File: src/rtl/display_pkg.sv
// Shared definitions for the result display stage: FSM encoding, digit count
// and active-low 7-segment codes ({g,f,e,d,c,b,a}).
package display_pkg;

  typedef enum logic [1:0] {
    OCIOSO   = 2'd0,
    CONVERTE = 2'd1,
    EXIBE    = 2'd2
  } estado_t;

  localparam int N_DIG = 5;
  localparam int W_BCD = 4 * N_DIG;

  localparam logic [6:0] SEG_0 = 7'h40;
  localparam logic [6:0] SEG_1 = 7'h79;
  localparam logic [6:0] SEG_2 = 7'h24;
  localparam logic [6:0] SEG_3 = 7'h30;
  localparam logic [6:0] SEG_4 = 7'h19;
  localparam logic [6:0] SEG_5 = 7'h12;
  localparam logic [6:0] SEG_6 = 7'h02;
  localparam logic [6:0] SEG_7 = 7'h78;
  localparam logic [6:0] SEG_8 = 7'h00;
  localparam logic [6:0] SEG_9 = 7'h10;
  localparam logic [6:0] BLANK = 7'h7F;

endpackage

File: src/rtl/dec_7seg.sv
// BCD digit to active-low 7-segment pattern. Codes above 9 turn every
// segment off.
module dec_7seg
  import display_pkg::*;
(
  input  logic [3:0] bcd,
  output logic [6:0] seg
);

  // Pure lookup of the digit pattern.
  always_comb begin
    seg = BLANK;
    case (bcd)
      4'd0:    seg = SEG_0;
      4'd1:    seg = SEG_1;
      4'd2:    seg = SEG_2;
      4'd3:    seg = SEG_3;
      4'd4:    seg = SEG_4;
      4'd5:    seg = SEG_5;
      4'd6:    seg = SEG_6;
      4'd7:    seg = SEG_7;
      4'd8:    seg = SEG_8;
      4'd9:    seg = SEG_9;
      default: seg = BLANK;
    endcase
  end

endmodule

File: src/rtl/exibe_resultado.sv
// Display stage for the polynomial unit: captures Resultado on a rising
// valido, converts it to 5 BCD digits with a one-step-per-clock double
// dabble, and scans a multiplexed active-low 7-segment display.
module exibe_resultado
  import display_pkg::*;
#(
  parameter int DIV_VARRE   = 4,
  parameter bit APAGA_ZEROS = 1'b1
) (
  input  logic        ck,
  input  logic        rst,
  input  logic        valido,
  input  logic [15:0] resultado,
  output logic [6:0]  seg,
  output logic [4:0]  an,
  output logic        ocupado,
  output logic        carregado
);

  localparam int              PW      = (DIV_VARRE > 1) ? $clog2(DIV_VARRE) : 1;
  localparam logic [PW-1:0]   PRE_MAX = PW'(DIV_VARRE - 1);
  localparam logic [2:0]      DIG_MAX = 3'(N_DIG - 1);

  estado_t            estado_reg, estado_next;
  logic               valido_q_reg;
  logic [15:0]        sh_reg, sh_next;
  logic [W_BCD-1:0]   bcd_reg, bcd_next;
  logic [3:0]         it_reg, it_next;
  logic [W_BCD-1:0]   disp_reg, disp_next;
  logic               ocupado_reg, ocupado_next;
  logic               carregado_reg, carregado_next;

  logic [PW-1:0]      pre_reg;
  logic [2:0]         dig_reg;
  logic [6:0]         seg_reg;
  logic [4:0]         an_reg;

  logic               captura;
  logic [W_BCD-1:0]   bcd_adj;
  logic [W_BCD+15:0]  cadeia;
  logic [3:0]         nib [N_DIG];
  logic [N_DIG-1:0]   acima_zero;
  logic [3:0]         nib_sel;
  logic [6:0]         seg_cod;
  logic               apaga;

  assign captura = valido & ~valido_q_reg;

  // Per-nibble double-dabble correction and the "this digit and every more
  // significant one is zero" flags used for leading-zero blanking.
  generate
    for (genvar gi = 0; gi < N_DIG; gi++) begin : g_nib
      assign bcd_adj[4*gi +: 4] = (bcd_reg[4*gi +: 4] >= 4'd5) ?
                                  bcd_reg[4*gi +: 4] + 4'd3 : bcd_reg[4*gi +: 4];
      assign nib[gi]        = disp_reg[4*gi +: 4];
      assign acima_zero[gi] = (disp_reg[W_BCD-1:4*gi] == '0);
    end
  endgenerate

  // Edge detector on valido.
  always_ff @(posedge ck or negedge rst) begin
    if (!rst) valido_q_reg <= 1'b0;
    else      valido_q_reg <= valido;
  end

  // FSM and conversion datapath state register.
  always_ff @(posedge ck or negedge rst) begin
    if (!rst) begin
      estado_reg    <= OCIOSO;
      sh_reg        <= '0;
      bcd_reg       <= '0;
      it_reg        <= '0;
      disp_reg      <= '0;
      ocupado_reg   <= 1'b0;
      carregado_reg <= 1'b0;
    end else begin
      estado_reg    <= estado_next;
      sh_reg        <= sh_next;
      bcd_reg       <= bcd_next;
      it_reg        <= it_next;
      disp_reg      <= disp_next;
      ocupado_reg   <= ocupado_next;
      carregado_reg <= carregado_next;
    end
  end

  // Next state: start on capture, run 16 shift steps, publish the BCD result
  // only after the last step so the display never shows partial values.
  always_comb begin
    estado_next    = estado_reg;
    sh_next        = sh_reg;
    bcd_next       = bcd_reg;
    it_next        = it_reg;
    disp_next      = disp_reg;
    ocupado_next   = ocupado_reg;
    carregado_next = carregado_reg;
    cadeia         = {bcd_adj, sh_reg} << 1;
    case (estado_reg)
      OCIOSO, EXIBE: begin
        if (estado_reg == EXIBE) carregado_next = 1'b1;
        if (captura) begin
          sh_next      = resultado;
          bcd_next     = '0;
          it_next      = '0;
          ocupado_next = 1'b1;
          estado_next  = CONVERTE;
        end
      end
      CONVERTE: begin
        bcd_next = cadeia[W_BCD+15:16];
        sh_next  = cadeia[15:0];
        it_next  = it_reg + 4'd1;
        if (it_reg == 4'd15) begin
          disp_next      = cadeia[W_BCD+15:16];
          ocupado_next   = 1'b0;
          carregado_next = 1'b1;
          estado_next    = EXIBE;
        end
      end
      default: estado_next = OCIOSO;
    endcase
  end

  assign nib_sel = nib[dig_reg];
  assign apaga   = APAGA_ZEROS && (dig_reg != 3'd0) && acima_zero[dig_reg];

  dec_7seg u_dec (
    .bcd (nib_sel),
    .seg (seg_cod)
  );

  // Scan prescaler, digit pointer and registered display outputs.
  always_ff @(posedge ck or negedge rst) begin
    if (!rst) begin
      pre_reg <= '0;
      dig_reg <= '0;
      seg_reg <= BLANK;
      an_reg  <= 5'h1F;
    end else begin
      if (pre_reg == PRE_MAX) begin
        pre_reg <= '0;
        dig_reg <= (dig_reg == DIG_MAX) ? 3'd0 : dig_reg + 3'd1;
      end else begin
        pre_reg <= pre_reg + PW'(1);
      end
      if (carregado_reg) begin
        an_reg  <= ~(5'b00001 << dig_reg);
        seg_reg <= apaga ? BLANK : seg_cod;
      end else begin
        an_reg  <= 5'h1F;
        seg_reg <= BLANK;
      end
    end
  end

  assign seg       = seg_reg;
  assign an        = an_reg;
  assign ocupado   = ocupado_reg;
  assign carregado = carregado_reg;

endmodule
File: config.mk
export PLATFORM = sky130hd
export DESIGN_NAME = exibe_resultado
export DESIGN_NICKNAME = d
export VERILOG_FILES = /design/src/rtl/display_pkg.sv /design/src/rtl/dec_7seg.sv /design/src/rtl/exibe_resultado.sv
export SDC_FILE = /design/constraint.sdc
export NUM_CORES = 1
export LEC_CHECK = 0
export ABC_AREA = 1
export CELL_PAD_IN_SITES_DETAIL_PLACEMENT = 2
export CELL_PAD_IN_SITES_GLOBAL_PLACEMENT = 2
export CORE_UTILIZATION = 39
export CTS_BUF_LIST = sky130_fd_sc_hd__clkbuf_4 sky130_fd_sc_hd__clkbuf_8 sky130_fd_sc_hd__clkbuf_16
export DETAILED_ROUTE_END_ITERATION = 7
export GPL_ROUTABILITY_DRIVEN = 0
export PLACE_DENSITY_LB_ADDON = 0.1
export SYNTH_ARGS = -nofsm -noshare
export SYNTH_HDL_FRONTEND = slang
export SYNTH_SLANG_ARGS = --single-unit
File: constraint.sdc
create_clock -name ck -period 4.26 [get_ports ck]
set_clock_uncertainty 0.05 [all_clocks]
set_input_delay 0.426 -clock ck [delete_from_list [all_inputs] [get_ports ck]]
set_output_delay 0.426 -clock ck [all_outputs]
set_load 0.05 [all_outputs]
==> results.py <==
metrics = {
    "sta": {
        "setup-tns-final_ps": 0,
        "fmax_mhz": 429,
        "period_share_pct": 54.8,
        "min_period_ps": 2330,
        "layout_setup_ws_ps": 1930,
        "finalSetupViolations": 0,
        "relSlewSlack_pct": 48.9,
        "grt_setup_unrepaired": "false",
        "slew_viol_final": 0,
        "worst_pin_slew_ps": 764,
        "timing_hold_violations_final": 0,
        "fin_worst_hold_slack_ps": 94.3,
    },
    "drt": {
        "wl_mm": 10.9,
        "drtIter0Drc": 79,
        "dr_total_vias": 3407,
        "wl_per_cell_microns": 17.0,
        "drtPass1Iterations": 4,
        "antenna_left": 0,
        "vias_per_cell": 5.29,
        "drcViolationCount": 0,
    },
    "synthesis": {
        "async_flop_share_pct": 100,
        "synthTopCellsByArea": "dfrtp_1 41%, nand2_1 9.2%, ha_1 7.7%, dfstp_2 7.4%, nand3_1 5.7%",
        "synth_flop_cell": "dfrtp_1",
        "synth.top_cell.area_share_pct": 41.4,
        "syn_inst": 473,
        "synth.most_common_cell": "nand2_1",
        "ys_seq_area_share_pct": 48.8,
        "synthTopCellsByCount": "104 x nand2_1, 70 x dfrtp_1, 48 x nand3_1, 44 x inv_1, 39 x o21ai_0",
        "syn-num-nets": 518,
        "synth_warnings": 0,
        "ys_types": 38,
        "ys_ff_latch": 82,
        "synth_edf_count": 0,
        "netlist_area_sq_mm": 0.00423,
        "yosysTopAreaCell": "dfrtp_1",
        "syn_area_per_cell_sq_um": 8.95,
    },
    "worst_setup_path": {
        "path_cells": "inv_1 -> ha_1 -> o21ai_4 -> inv_6 -> nand2_4 -> inv_4 -> nand2_1 -> o211ai_1",
        "max_stage_delay_ps": 600,
        "rrSetupSlack_ps": 1930,
        "path_delay_family": "adder cells",
        "worstSetupStartpointType": "flip-flop",
        "worst-path-buf-inv": 3,
        "path_class": "flip-flop to flip-flop",
        "required_ps": 4470,
        "cp_slowest_cell": "ha_1",
        "cp-end-kind": "flip-flop",
        "cp_max_fo": 27,
        "critPathArrivalTime_ps": 2540,
    },
    "clock_tree": {
        "ctsHoldBuffers": 0,
        "clock_sinks": 82,
        "cts_tree": "yes",
        "post_cts_buffers": 0,
        "htreeDepth": 3,
        "cts_buffer_depth": 2,
        "clk_pin_slew_ps": 90,
        "numCtsBuffers": 9,
        "cts_resized": 0,
        "insertion_delay_ps": 360,
        "cts-root-buf": "clkbuf_8",
    },
    "die": {
        "dieHeight_microns": 106,
        "rows": 37,
        "core_area_sq_mm": 0.0104,
        "start_util_pct": 40.6,
        "die_area_sq_mm": 0.0113,
        "die_w_microns": 106,
        "ioPinCount": 33,
    },
    "job": {
        "drv_cap": 0,
    },
    "place": {
        "hpwl_mm": 7.72,
        "dp_slack_ps": 1890,
        "io_buffers": 32,
    },
    "finish": {
        "antenna_cells": 0,
        "nets": 548,
        "fillers": 1148,
        "syn_to_final_growth_pct": 14.2,
        "drive_gt1_share_pct": 14.0,
    },
    "power": {
        "p_leak_nw": 2.16,
        "max-vdd-ir-drop_uv": 250,
        "power_density_mw_per_mm2": 488,
        "fin_total_pwr_mw": 2.36,
    },
    "global_routing": {
        "grt_pass1_wl_mm": 18.9,
        "grt_pass1_vias": 3757,
        "grt_use_total_pct": 21.5,
        "overflow": 0,
        "grt_max_degree": 60,
        "grt_antenna_before_repair": 0,
    },
    "min_path": {
        "hold_class": "primary input to async pin",
    },
    "status": {
        "status": "completed",
    },
}
==> cell type report <==
| cell class | count | area (sq um) | area share [%] |
|---|---|---|---|
| flip-flops and latches | 82 | 2070 | 42.8 |
| multi-input cells | 324 | 1870 | 38.6 |
| repair buffers | 34 | 333 | 6.88 |
| inverters | 52 | 203 | 4.19 |
| well taps | 136 | 170 | 3.52 |
| clock buffers | 11 | 139 | 2.87 |
| clock inverters | 5 | 55.1 | 1.14 |
==> layer usage <==
metal	vias to the layer above	wire [microns]	share of wire, %	track usage, %
li1	1621	-	-	-
met1	1731	5000	46	27.2
met2	41	5540	51	37.7
met3	14	223	2.0	2.82
met4	0	168	1.5	7.24
met5	-	0	0	0
==> path summary, 6_finish.rpt <==
check / start / end / cells past startpoint
max reg2reg: estado_reg[1] / sh_reg[14] / 8
min reg2reg: pre_reg[0] / pre_reg[0] / 1
min in group ck: pre_reg[0] / pre_reg[0] / 1
min: rst / disp_reg[12] / 1
max in group asynchronous: rst / bcd_reg[7] / 2
max: estado_reg[1] / sh_reg[14] / 8
==> through the flow <==
| stage | instance area [sq um] | instances | util (%) |
|---|---|---|---|
| 6_report | 4830 | 644 | 46.4 |
| 5_1_grt | 4830 | 644 | 46.4 |
| 4_1_cts | 4830 | 644 | 46.4 |
| 3_5_place_dp | 4640 | 628 | 44.6 |
| 3_3_place_gp | 4640 | 628 | 44.6 |
| 2_1_floorplan | 4230 | 473 | - |
==> layout by cell type (no fill, tap or decap), drive strengths merged, types with 2 or more instances in the layout <==
| master | count |
|---|---|
| a21oi | 14 |
| dfstp | 12 |
| dfrtp | 70 |
| clkdlybuf4s50 | 31 |
| nor3 | 4 |
| clkinvlp | 2 |
| buf | 3 |
| nand2 | 117 |
| clkinv | 2 |
| nand3 | 58 |
| ha | 26 |
| o22ai | 17 |
| clkbuf | 11 |
| inv | 52 |
| o21ai | 48 |
| xor2 | 6 |
| o211ai | 5 |
| nor2 | 21 |
==> power by group <==
| group | internal (mW) | leakage [nW] | switching [mW] |
|---|---|---|---|
| clock | 0.282 | 0.0962 | 0.291 |
| combinational | 0.235 | 1.02 | 0.574 |
| sequential | 0.900 | 1.05 | 0.0777 |
| total | 1.42 | 2.16 | 0.942 |
==> cells by family (layout without fill, tap and decap cells) <==
logic type	Yosys count	count (layout)	share of synthesized area [%]
and+or+nand+nor	204	204	23.1
adders and majority gates	26	26	7.68
DFF	82	82	48.8
xor gates and xnor gates	7	7	1.45
AOI/OAI and AO/OA	87	87	11.9
buffers and inverters	67	102	7.06
Note: power is estimated with default switching activity, not from simulation.
==> edit 1: new RTL, same settings <==
`DIV_VARRE`: 4 -> 16.
--- a/src/rtl/exibe_resultado.sv
+++ b/src/rtl/exibe_resultado.sv
@@ -4,7 +4,7 @@
 module exibe_resultado
   import display_pkg::*;
 #(
-  parameter int DIV_VARRE   = 4,
+  parameter int DIV_VARRE   = 16,
   parameter bit APAGA_ZEROS = 1'b1
 ) (
   input  logic        ck,
Formal check against the unedited RTL: no difference found for any inputs over 10 cycles, from zero or initial values and one cycle with rst low; that may be too few to reach the edited logic, so the function may still have changed.
==> edit 1 against the unedited design <==
Total power rose by 7.0%; setup slack got worse by 0.48 ns; synthesized cell count rose by 3.4%; area after synthesis rose by 0.74%; routed wire length fell by 2.1%; final area rose by 0.70%; core utilization rose by 0.12 points; critical path depth did not move; sequential share of layout area rose by 0.73 points; sequential cell count rose by 2.
==> edit 1: results (changes against the unedited design) <==
----------------------------------------------------
[Yosys]
  Portion of synthesized cell area occupied by the leading cell type ... 0.422 (+0.00870)
  Warning count from the yosys run ... 0 (unchanged)
  Net count after synthesis ... 535 (+3.3%)
  Sequential cell area fraction in the yosys report ... 0.496 (+0.00815)
  Cell types with the highest counts after synthesis ... nand2_1 (117), dfrtp_1 (72), inv_1 (55), nand3_1 (51), o21ai_0 (41)
  Flip-flop cell with the highest count after synthesis ... dfrtp_1
  Most frequent cell after synthesis ... nand2_1
  Proportion of synthesized flip-flops having asynchronous set or reset ... 1.00 (unchanged)
  Top post-synthesis cells by area ... dfrtp_1 (42%), nand2_1 (10%), ha_1 (7.9%)
  Number of distinct library cells after synthesis ... 31 (-18%)

[Place]
  Worst setup slack before clock tree synthesis ... 1.43 ns (-0.459 ns)
  Total of buffers placed on input and output ports ... 32 (unchanged)
  Half-perimeter wire length of the detailed placement result ... 7.73 mm (+0.19%)

[GRT]
  Via count of the first global-routing pass ... 3,680 (-2.0%)
  First-pass GRT wire length ... 18.1 mm (-4.3%)
  Number of antenna violations at the first check in global routing ... 0 (unchanged)
  Global routing usage summed across all routing layers ... 0.206 (-0.00965)
  Pin count of the biggest net entering global routing ... 55 (-8.3%)

[Drt]
  Number of DRC markers in iteration 0 ... 97 (+23%)
  1st-pass router iterations ... 4 (unchanged)
  Total number of vias ... 3,425 (+0.53%)
  Drt wl/cell ... 16.3 um (-4.0%)

[Finish]
  Filler Cell Count ... 1,209 (+5.3%)
  Share of post-route cells with drive strength above 1 ... 0.0940 (-0.0457)
  Final-stage net count ... 562 (+2.6%)
  Diodes inserted ... 0 (unchanged)

[Worst setup path]
  End of the critical path ... sh_reg[6]
  WP data arrival ... 3.03 ns (+0.49 ns)
  R2r worst-path depth ... 8 (unchanged)
  Critical-path maximum fanout ... 32 (+19%)
  Critical path origin ... estado_reg[1]

[Run status]
  Outcome ... finished clean

[Power]
  Worst vdd ir ... 0.000243 V (-2.8%)
  Clk pwr share ... 0.247 (+0.004)
  Logic pwr share ... 0.327 (-0.016)
  Static leakage power ... 2.23 nW (+3.3%)
  Combinational gate power ... 0.826 mW (+2%)
  Internal cell power ... 1.55 mW (+9.2%)

[Timing]
  Worst slew slack as a fraction of its limit ... 0.300 (-0.190)
  Final Hold Slack ... 0.0277 ns (-0.0666 ns)

[Worst hold path]
  Worst hold path type ... primary input to async pin

[Clock tree]
  Clock input transition at the sequential cells of the worst setup and hold paths ... 0.08 ns
  Post-CTS setup buffer count ... 0 (unchanged)
  Clock tree root driver cell ... clkbuf_8
  Post-CTS sizing ... 0 (unchanged)
  Number of CTS-inserted buffers ... 9 (unchanged)
  Clock latency of the later-clocked register in the worst-skew pair ... 0.37 ns
  CTS H-tree depth ... 3 (unchanged)
  Maximum buffer depth of the clock tree ... 2 (unchanged)

----------------------------------------------------
## edit 1: cell count changes in the layout (fill, tap and decap cells not counted), sizes merged, moves of 2 or more
cell / before / now
nand3: 58 / 53
clkinvlp: 2 / 0
nor3: 4 / 7
nor2: 21 / 15
dfrtp: 70 / 72
o21ai: 48 / 51
clkbuf: 11 / 15
inv: 52 / 62
nand2: 117 / 121
clkinv: 2 / 0
o211ai: 5 / 7
## edit 1: final cells by class
| type | instances | area, um2 | share of cell area |
|---|---|---|---|
| multi-input combinational | 326 | 1810 | 0.372 |
| sequential | 84 | 2120 | 0.435 |
| inverter | 62 | 233 | 0.0478 |
| clock inverter | 1 | 30.0 | 0.00617 |
| timing repair buffer | 33 | 325 | 0.0668 |
| tap | 136 | 170 | 0.0350 |
| clock buffer | 15 | 181 | 0.0373 |
## edit 1: routing by layer
layer	track usage	part of all wire	routed length, um
met1	0.245	0.45	4790
met2	0.363	0.51	5480
met5	0	0	0
met3	0.0316	0.018	197
met4	0.0959	0.022	238
## edit 1: through the flow
stage / util / instance area (um2) / instances
global placement: 0.445 / 4660 / 641
CTS: 0.465 / 4870 / 657
finish: 0.465 / 4870 / 657
floorplan: - / 4270 / 489
global route: 0.465 / 4870 / 657
detailed placement: 0.445 / 4660 / 641
## edit 1: worst max-delay path, stage by stage, from the launching register on
cell      delay, ns
dfrtp_1        0.42
inv_1          0.09
ha_1           0.76
o21ai_4        0.28
inv_2          0.51
nand2_1        0.15
inv_2          0.23
nand2_1        0.09
o211ai_1       0.10
## edit 1: cells by family after synthesis
kind of cell,after synthesis,synth area share
AOI/OAI and AO/OA,92,0.124
buffers and inverters,79,0.0789
xor gates and xnor gates,8,0.0164
and+or+nand+nor,199,0.205
adders and majority gates,27,0.0792
DFF,84,0.496
==> edit 2: new RTL, config.mk and constraints unchanged <==
Made on the original files. Reset style: synchronous (`rst`), changed in 3 clocked blocks.
--- a/src/rtl/exibe_resultado.sv
+++ b/src/rtl/exibe_resultado.sv
@@ -58,13 +58,13 @@
   endgenerate
 
   // Edge detector on valido.
-  always_ff @(posedge ck or negedge rst) begin
+  always_ff @(posedge ck) begin
     if (!rst) valido_q_reg <= 1'b0;
     else      valido_q_reg <= valido;
   end
 
   // FSM and conversion datapath state register.
-  always_ff @(posedge ck or negedge rst) begin
+  always_ff @(posedge ck) begin
     if (!rst) begin
       estado_reg    <= OCIOSO;
       sh_reg        <= '0;
@@ -130,7 +130,7 @@
   );
 
   // Scan prescaler, digit pointer and registered display outputs.
-  always_ff @(posedge ck or negedge rst) begin
+  always_ff @(posedge ck) begin
     if (!rst) begin
       pre_reg <= '0;
       dig_reg <= '0;
Check against the original RTL: differs if rst is asserted again (counterexample within 4 cycles, from zero or initial values and one cycle with rst low); with rst held inactive, the same outputs for 10 cycles.
==> edit 2 against the unedited design <==
Total power down 10%; setup slack lost 0.11 ns; sequential cell count unchanged; area after synthesis is 2.2% lower; routed wire length up 11%; combinational power is 30% lower; synthesized cell count up 20%; final area decreased by 1.8%; die area is 2.2% lower.
==> edit 2: results (changes against the unedited design) <==
----------------------------------------------------
[Run status]
  Outcome ... finished clean

[Worst setup path]
  Worst R2R Start ... dig_reg[0]
  Reg-to-reg slack, setup ... 1.82 ns (-0.11 ns)
  Critical-path maximum fanout ... 13 (-52%)
  R2r worst-path depth ... 11 (+3)
  WP data arrival ... 2.63 ns (+0.09 ns)

[Power]
  Worst vdd ir ... 0.000231 V (-7.8%)
  Switching part of the total ... 0.351 (-0.0479)
  Static leakage power ... 2.04 nW (-5.6%)

[Finish]
  Final-stage net count ... 638 (+16%)

[Yosys]
  Number of distinct library cells after synthesis ... 37 (-2.6%)
  Top post-synthesis cells by area ... dfxtp_1 (40%), nand2_1 (15%), ha_1 (7.9%)
  Proportion of synthesized flip-flops having asynchronous set or reset ... 0 (-1.00)
  Net count after synthesis ... 613 (+18%)
  Cell types with the highest counts after synthesis ... nand2_1 (164), dfxtp_1 (82), inv_1 (59), nor2_1 (44), a21oi_1 (41)
  Sequential cell area fraction in the yosys report ... 0.396 (-0.0917)

[GRT]
  First-pass GRT wire length ... 20.3 mm (+7.3%)
  Via count of the first global-routing pass ... 4,095 (+9.0%)
  Pin count of the biggest net entering global routing ... 45 (-25%)
  Global routing usage summed across all routing layers ... 0.234 (+0.0191)

[Timing]
  Worst slew slack as a fraction of its limit ... 0.491 (+0.00223)

[Drt]
  Total number of vias ... 3,749 (+10%)
  Number of DRC markers in iteration 0 ... 115 (+46%)
  1st-pass router iterations ... 5 (+1)
  Wire length after detailed routing ... 12.1 mm (+11%)

[Worst hold path]
  Worst hold path type ... register to register

----------------------------------------------------
==> edit 2: cell types whose count changed in the layout (fill, tap and decap cells not counted), moves of 21 or more <==
cell / change
nand2_1: +60
dfxtp_1: +82
a21oi_1: +28
nor2_1: +27
nand3_1: -21
dfrtp_1: -70
==> edit 2: area by class of cell <==
type                    count  area (um2)
multi-input cells         398        2120
well taps                 136         170
inverters                  69         264
clock buffers              12         153
flip-flops and latches     82        1640
fillers                  1238        5580
clock inverters             4        75.1
repair buffers             33         328
==> edit 2: through the flow <==
stage                     power, mW  area (um2)  worst slack (ns)  hold WS (ns)  std cells
final                          2.11        4750              1.82         0.377        734
after global routing           2.23        4750              1.68         0.405        734
after CTS                      2.14        4750              1.79         0.386        734
after detailed placement       1.49        4520              1.74         0.372        718
after global placement         1.46        4520              1.82         0.359        718
after floorplan                1.33        4140              2.64         0.348        568
==> edit 2: worst max-delay path by stage <==
stage,from,endpoint,slack [ns],cells past startpoint
after floorplan,dig_reg[0],seg[3],2.64,11
after global placement,rst,disp_reg[18],1.82,6
after detailed placement,rst,disp_reg[17],1.74,6
after CTS,dig_reg[0],seg[3],1.79,11
after global routing,dig_reg[0],seg[3],1.68,11
final,dig_reg[0],seg[3],1.82,11
==> edit 2: critical path, stage by stage (launching register included) <==
cell	delay, ns
dfxtp_1	0.71
inv_1	0.36
nand2_1	0.14
nand3_1	0.08
nand2_1	0.09
nand2_1	0.05
nand2_1	0.16
inv_1	0.11
ha_1	0.29
nand3_1	0.10
nand3_1	0.12
nand3_1	0.07
==> edit 2: power groups by stage <==
stage | Clock (mW) | Sequential (mW) | Combinational [mW]
3_3_place_gp | 0 | 0.911 | 0.551
5_1_grt | 0.702 | 0.909 | 0.621
2_1_floorplan | 0 | 0.986 | 0.349
3_5_place_dp | 0 | 0.918 | 0.573
6_report | 0.647 | 0.901 | 0.565
4_1_cts | 0.663 | 0.902 | 0.576
==> edit 2: cells by family after synthesis <==
group,synth area share
xor+xnor,0.0190
simple gates,0.274
compound gates,0.140
buf+inv,0.0922
flops,0.396
fa+ha+maj,0.0786
==> edit 2: metal layers <==
metal | track usage | vias up | routed length, um
met5 | 0 | - | 0
met3 | 0.0349 | 8 | 287
met2 | 0.445 | 45 | 6430
li1 | - | 1853 | -
met1 | 0.268 | 1843 | 5310
met4 | 0.0674 | 0 | 106
